**src/rtl/sprite_frame_sched_pkg.sv**
```systemverilog
// Shared types and constants for the sprite frame scheduler.
// Optional row clamping is enabled by defining SPRITE_CLAMP_EN.
package sprite_frame_sched_pkg;

  localparam int unsigned CNT_W   = 11;
  localparam int unsigned XY_W    = 10;
  localparam int unsigned ROW_W   = 5;
  localparam int unsigned COLOR_W = 12;
  localparam int unsigned FRAME_W = 8;
  localparam int unsigned N_REQ   = 2;

  localparam int unsigned V_ACTIVE_DEF = 480;
  localparam int unsigned Y_MAX_DEF    = 18;
  localparam int unsigned ROW_PITCH    = 24;
  localparam int unsigned SPRITE_H     = 32;

  typedef enum logic [1:0] {
    ST_IDLE   = 2'd0,
    ST_ARB    = 2'd1,
    ST_HOLD   = 2'd2,
    ST_COMMIT = 2'd3
  } state_t;

  typedef struct packed {
    logic [XY_W-1:0]    xypos;
    logic [COLOR_W-1:0] color;
  } sprite_t;

  // Saturate the row field (low bits) to ymax, leaving the column untouched.
  function automatic logic [XY_W-1:0] clamp_row(input logic [XY_W-1:0] xy,
                                                input logic [ROW_W-1:0] ymax);
    logic [ROW_W-1:0] row;
    row = xy[ROW_W-1:0];
    if (row > ymax) row = ymax;
    return {xy[XY_W-1:ROW_W], row};
  endfunction

endpackage

```
**src/rtl/sprite_frame_sched_rr_arb2.sv**
```systemverilog
// Two-way round-robin grant: pointer=1 means requester 1 was granted last,
// so requester 0 is preferred on a tie.
module rr_arb2
  import sprite_frame_sched_pkg::*;
(
  input  logic [N_REQ-1:0] req,
  input  logic             pointer,
  output logic [N_REQ-1:0] grant
);

  logic w_tie;

  assign w_tie    = req[0] & req[1];
  assign grant[0] = req[0] & (~w_tie | pointer);
  assign grant[1] = req[1] & (~w_tie | ~pointer);

endmodule

```
**src/rtl/sprite_frame_sched.sv**
```systemverilog
// Double-buffered sprite position/colour: requests land in a shadow register and
// are committed to the live outputs only at the end of active video.
// Optional feature macro: SPRITE_CLAMP_EN (saturate sprite row to Y_MAX).
module sprite_frame_sched
  import sprite_frame_sched_pkg::*;
#(
  parameter int unsigned V_ACTIVE = V_ACTIVE_DEF,
  parameter int unsigned Y_MAX    = Y_MAX_DEF
) (
  input  logic                 pixel_clk,
  input  logic                 rst,
  input  logic [CNT_W-1:0]     hcount,
  input  logic [CNT_W-1:0]     vcount,
  input  logic                 cpu_req,
  input  logic [XY_W-1:0]      cpu_xypos,
  input  logic [COLOR_W-1:0]   cpu_color,
  output logic                 cpu_ack,
  input  logic                 aux_req,
  input  logic [XY_W-1:0]      aux_xypos,
  input  logic [COLOR_W-1:0]   aux_color,
  output logic                 aux_ack,
  output logic [XY_W-1:0]      live_xypos,
  output logic [COLOR_W-1:0]   live_color,
  output logic                 pending,
  output logic [FRAME_W-1:0]   frame_cnt
);

  if (Y_MAX * ROW_PITCH + SPRITE_H > V_ACTIVE) begin : g_bad_layout
    $error("sprite_frame_sched: lowest sprite row extends past active video");
  end

  state_t               r_state;
  state_t               w_next;
  logic                 r_last;
  sprite_t              r_shadow;
  sprite_t              r_live;
  logic                 r_cpu_ack;
  logic                 r_aux_ack;
  logic                 r_pending;
  logic [FRAME_W-1:0]   r_frame_cnt;

  logic [N_REQ-1:0]     w_grant;
  logic                 w_any_req;
  logic                 w_commit_pt;
  logic                 w_load;
  logic                 w_cpu_grant;
  logic                 w_aux_grant;
  logic                 w_commit;
  logic [XY_W-1:0]      w_sel_xy;
  logic [COLOR_W-1:0]   w_sel_color;
  sprite_t              w_store;

  assign w_any_req   = cpu_req | aux_req;
  assign w_commit_pt = (vcount == CNT_W'(V_ACTIVE)) && (hcount == '0);

  rr_arb2 u_arb (
    .req     ({aux_req, cpu_req}),
    .pointer (r_last),
    .grant   (w_grant)
  );

  assign w_sel_xy    = w_grant[1] ? aux_xypos : cpu_xypos;
  assign w_sel_color = w_grant[1] ? aux_color : cpu_color;

  // State register
  always_ff @(posedge pixel_clk or posedge rst) begin
    if (rst) r_state <= ST_IDLE;
    else     r_state <= w_next;
  end

  // Next-state logic; a request dropped before ARB sends the FSM back to IDLE
  always_comb begin
    w_next = r_state;
    case (r_state)
      ST_IDLE:   if (w_any_req) w_next = ST_ARB;
      ST_ARB:    w_next = w_any_req ? ST_HOLD : ST_IDLE;
      ST_HOLD:   if (w_commit_pt) w_next = ST_COMMIT;
      ST_COMMIT: w_next = w_any_req ? ST_ARB : ST_IDLE;
      default:   w_next = ST_IDLE;
    endcase
  end

  // Per-state control strobes
  always_comb begin
    w_load      = 1'b0;
    w_cpu_grant = 1'b0;
    w_aux_grant = 1'b0;
    w_commit    = 1'b0;
    case (r_state)
      ST_ARB: begin
        w_load      = w_any_req;
        w_cpu_grant = w_grant[0];
        w_aux_grant = w_grant[1];
      end
      ST_COMMIT: w_commit = 1'b1;
      default: ;
    endcase
  end

  // Value captured into the shadow register
  always_comb begin
    w_store.color = w_sel_color;
`ifdef SPRITE_CLAMP_EN
    w_store.xypos = clamp_row(w_sel_xy, ROW_W'(Y_MAX));
`else
    w_store.xypos = w_sel_xy;
`endif
  end

  // Shadow/live datapath, acks, pending flag and frame counter
  always_ff @(posedge pixel_clk or posedge rst) begin
    if (rst) begin
      r_last      <= 1'b1;
      r_shadow    <= '0;
      r_live      <= '0;
      r_cpu_ack   <= 1'b0;
      r_aux_ack   <= 1'b0;
      r_pending   <= 1'b0;
      r_frame_cnt <= '0;
    end else begin
      r_cpu_ack <= w_cpu_grant;
      r_aux_ack <= w_aux_grant;
      if (w_load) begin
        r_shadow <= w_store;
        r_last   <= ~r_last;
      end
      if (w_commit) begin
        r_pending   <= 1'b0;
        r_live      <= r_shadow;
        r_frame_cnt <= r_frame_cnt + FRAME_W'(1);
      end else if (r_cpu_ack | r_aux_ack) begin
        r_pending <= 1'b1;
      end
    end
  end

  assign cpu_ack    = r_cpu_ack;
  assign aux_ack    = r_aux_ack;
  assign live_xypos = r_live.xypos;
  assign live_color = r_live.color;
  assign pending    = r_pending;
  assign frame_cnt  = r_frame_cnt;

endmodule

```
**config.mk**
```make
export PLATFORM = sky130hd
export DESIGN_NAME = sprite_frame_sched
export DESIGN_NICKNAME = d
export VERILOG_FILES = /design/src/rtl/sprite_frame_sched_pkg.sv /design/src/rtl/sprite_frame_sched_rr_arb2.sv /design/src/rtl/sprite_frame_sched.sv
export SDC_FILE = /design/constraint.sdc
export NUM_CORES = 1
export LEC_CHECK = 0
export BUFFER_PORTS_ARGS = -buffer_cell sky130_fd_sc_hd__buf_2
export CAP_MARGIN = 20
export CORE_MARGIN = 2
export CORE_UTILIZATION = 40
export DETAILED_ROUTE_END_ITERATION = 8
export PLACE_DENSITY = 0.67
export SYNTH_ARGS = -nofsm -noshare
export SYNTH_HDL_FRONTEND = slang
export SYNTH_SLANG_ARGS = --single-unit
```
**constraint.sdc**
```tcl
create_clock -name pixel_clk -period 1.7 [get_ports pixel_clk]
set_clock_uncertainty 0.05 [all_clocks]
set_input_delay 0 -clock pixel_clk [delete_from_list [all_inputs] [get_ports pixel_clk]]
set_output_delay 0 -clock pixel_clk [all_outputs]
set_load 0.01 [all_outputs]
```
==> results.toml <==
[clock_tree]
cts_setup_buffers = 0
cts-buffers-inserted = 9
cts_tree = "yes"
cts_root_buffer = "clkbuf_8"
cts_max_path_buffers = 2
clock_latency_ps = 340
h-tree-depth = 3
clk_pin_slew_ps = 60
clock_sinks = 58

[grt]
grt_use_total_pct = 20.6
grt_pass1_wl_um = 11700
first_global_vias = 2413
overflow = 0
grt_max_degree = 43
antenna_found_initial = 0

[timing]
finalHoldViolations = 0
slew_headroom_pct = 65.5
min_period_over_period_pct = 96.2
fin_setup_tns_ps = 0
min_period_ps = 1640
tightest_slew_ps = 518
rsz0062_at_grt = "no"
setup_viol = 0
drv_slew = 0
fmax_mhz = 611

[worst_hold_path]
hold_path_class = "input pin to asynchronous set/reset pin"

[yosys]
yosysTopAreaCell = "dfrtp_1"
yosys-top-cells-area = "dfrtp_1, mux2_4, nand2_1, mux2_2, xnor2_1"
ys_warn_count = 0
ys.flop_type = "dfrtp_1"
avgSynthCellArea_sq_um = 12.3
synth_edf_count = 0
synth_seq_cells = 58
synth_nets = 291
synth_cell_types = 27
synth_top_area_share_pct = 52.7
syn_area_sq_um = 2710
yosysSeqAreaShare_pct = 53.6
syn-instance-count = 220
synthArstFlopShare_pct = 100

[floorplanning]
die_height_um = 86.3
core-area_sq_um = 6460
rows = 29
start_util_pct = 41.9
die_x_um = 86.3
ioPinCount = 103
dieArea_sq_um = 7450

[cells_and_area]
fin_util_pct = 63.6
drive_gt1_share_pct = 45.2
nNetsFinal = 460
seq_area_sq_um = 1450
multi_input_area_sq_um = 1180
area_growth_pct = 51.5
num_antenna_cells = 0
num-fill-cells = 540

[placed_design]
gp_congestion = 0.745
dp_hpwl_um = 4200
port_buffers = 102

[setup_path]
crit_path_start_kind = "input pin"
cp_max_fo = 1
crit_type = "input pin to register"
required_ps = 1870
arrival_ps = 1810
cp-end-kind = "register"

[pwr]
p_leak_uw = 0.00215
power_uw = 6020
power_density_nw_per_um2 = 1470
peakVddDrop_mv = 0.780

[drt]
vias = 2218
drt_first_pass_iters = 4
routed_wirelength_um = 7170
via_per_inst = 4.71
ant_nets = 0
route.detailed.drc = 0
post_drt_wl_per_cell_um = 15.2
first_iter_violations = 99

[status]
status = "completed"

[run]
cap_violations = 0
through the flow:
step	cells	worst slack, ps	hold slack, ps	area [sq um]
3_3_place_gp	398	193	-36.0	3360
4_1_cts	471	112	132	4100
3_5_place_dp	398	172	-42.2	3360
5_1_grt	471	9.62	144	4110
6_report	471	64.2	147	4110
2_1_floorplan	220	220	103	2710
flip-flops by register name (all words and copies together), names as in the netlist, named ones only:
signal      cells
r_shadow       22
cpu_ack         1
r_state         1
live_xypos     10
pending         1
frame_cnt       8
live_color     12
r_last          1
aux_ack         1
worst paths after layout:
kind	cells after the start	endpoint	start	slack, ps
worst min register to register	2	live_color[0]	live_color[0]	420
worst max register to register	4	r_state[0]	register	80
worst min-delay path	3	pending	rst	150
min in group pixel_clk	3	r_state[0]	aux_req	160
max in group asynchronous	4	r_last	rst	850
worst max-delay path	6	r_state[0]	vcount[3]	60
where the power goes:
part / switching, uW / total (uW) / internal, uW
registers: 410 / 2440 / 2030
clock network: 554 / 1110 / 554
logic: 1110 / 2470 / 1360
total: 2070 / 6020 / 3940
cell usage after synthesis (2+ instances only):
master	number
and2_1	2
and3_1	3
buf_6	5
clkbuf_1	4
dfrtp_1	57
mux2_2	6
mux2_4	38
nand2_1	72
nand4_1	5
nor2_1	2
nor2b_2	2
nor4_1	3
xnor2_1	7
per-layer routing:
metal / GRT usage, % / part of all wire, %
met2: 37.2 / 52
met4: 5.40 / 0.91
met1: 23.6 / 41
met5: 0 / 0
met3: 6.67 / 5.9
critical path: stages:
cell           delay, ps
dlygate4sd3_1        550
buf_2                120
nor4b_1              270
dlygate4sd3_1        600
nand4_1               90
o32ai_1              170
cell type report:
type / count / area share, %
clock buffer: 10 / 3.35
inverter: 1 / 0.0914
timing repair buffer: 168 / 29.2
clock inverter: 6 / 0.792
multi-input combinational: 151 / 28.8
sequential: 58 / 35.4
tap: 77 / 2.35
cells in the final DEF, fill, tap and decap left out:
cell type        n
buf_4            5
buf_12           4
inv_2            1
mux2_4          38
and3_1           3
nor2_1           2
nor2b_2          2
nand2b_1         1
nor4b_1          1
xnor2_1          7
nor3_1           1
and2_1           2
xor2_1           1
buf_2          102
or2_2            1
ha_1             1
nor4_1           3
dfrtp_1         57
nand4b_1         1
nor4bb_1         1
o32ai_1          1
clkinvlp_4       1
nand2_1         72
clkbuf_8        10
clkinv_2         5
mux2_2           6
dlygate4sd3_1   57
nand4_1          5
nor2b_4          1
dfstp_2          1
a21boi_4         1
cells by family after synthesis:
logic type / synth area share (%)
adders and majority gates: 0.462
xor gates and xnor gates: 2.59
DFF: 53.6
muxes: 23.6
AOI/OAI and AO/OA: 1.02
and+or+nand+nor: 15.8
buffers and inverters: 2.96
what timing repair did:
item                                   CTS  global route
setup endpoints to repair                0             1
endpoints found under the hold margin   81             0
gates resized for setup                  0             1
hold buffers                            57             0
(Power assumes the default switching activity.)
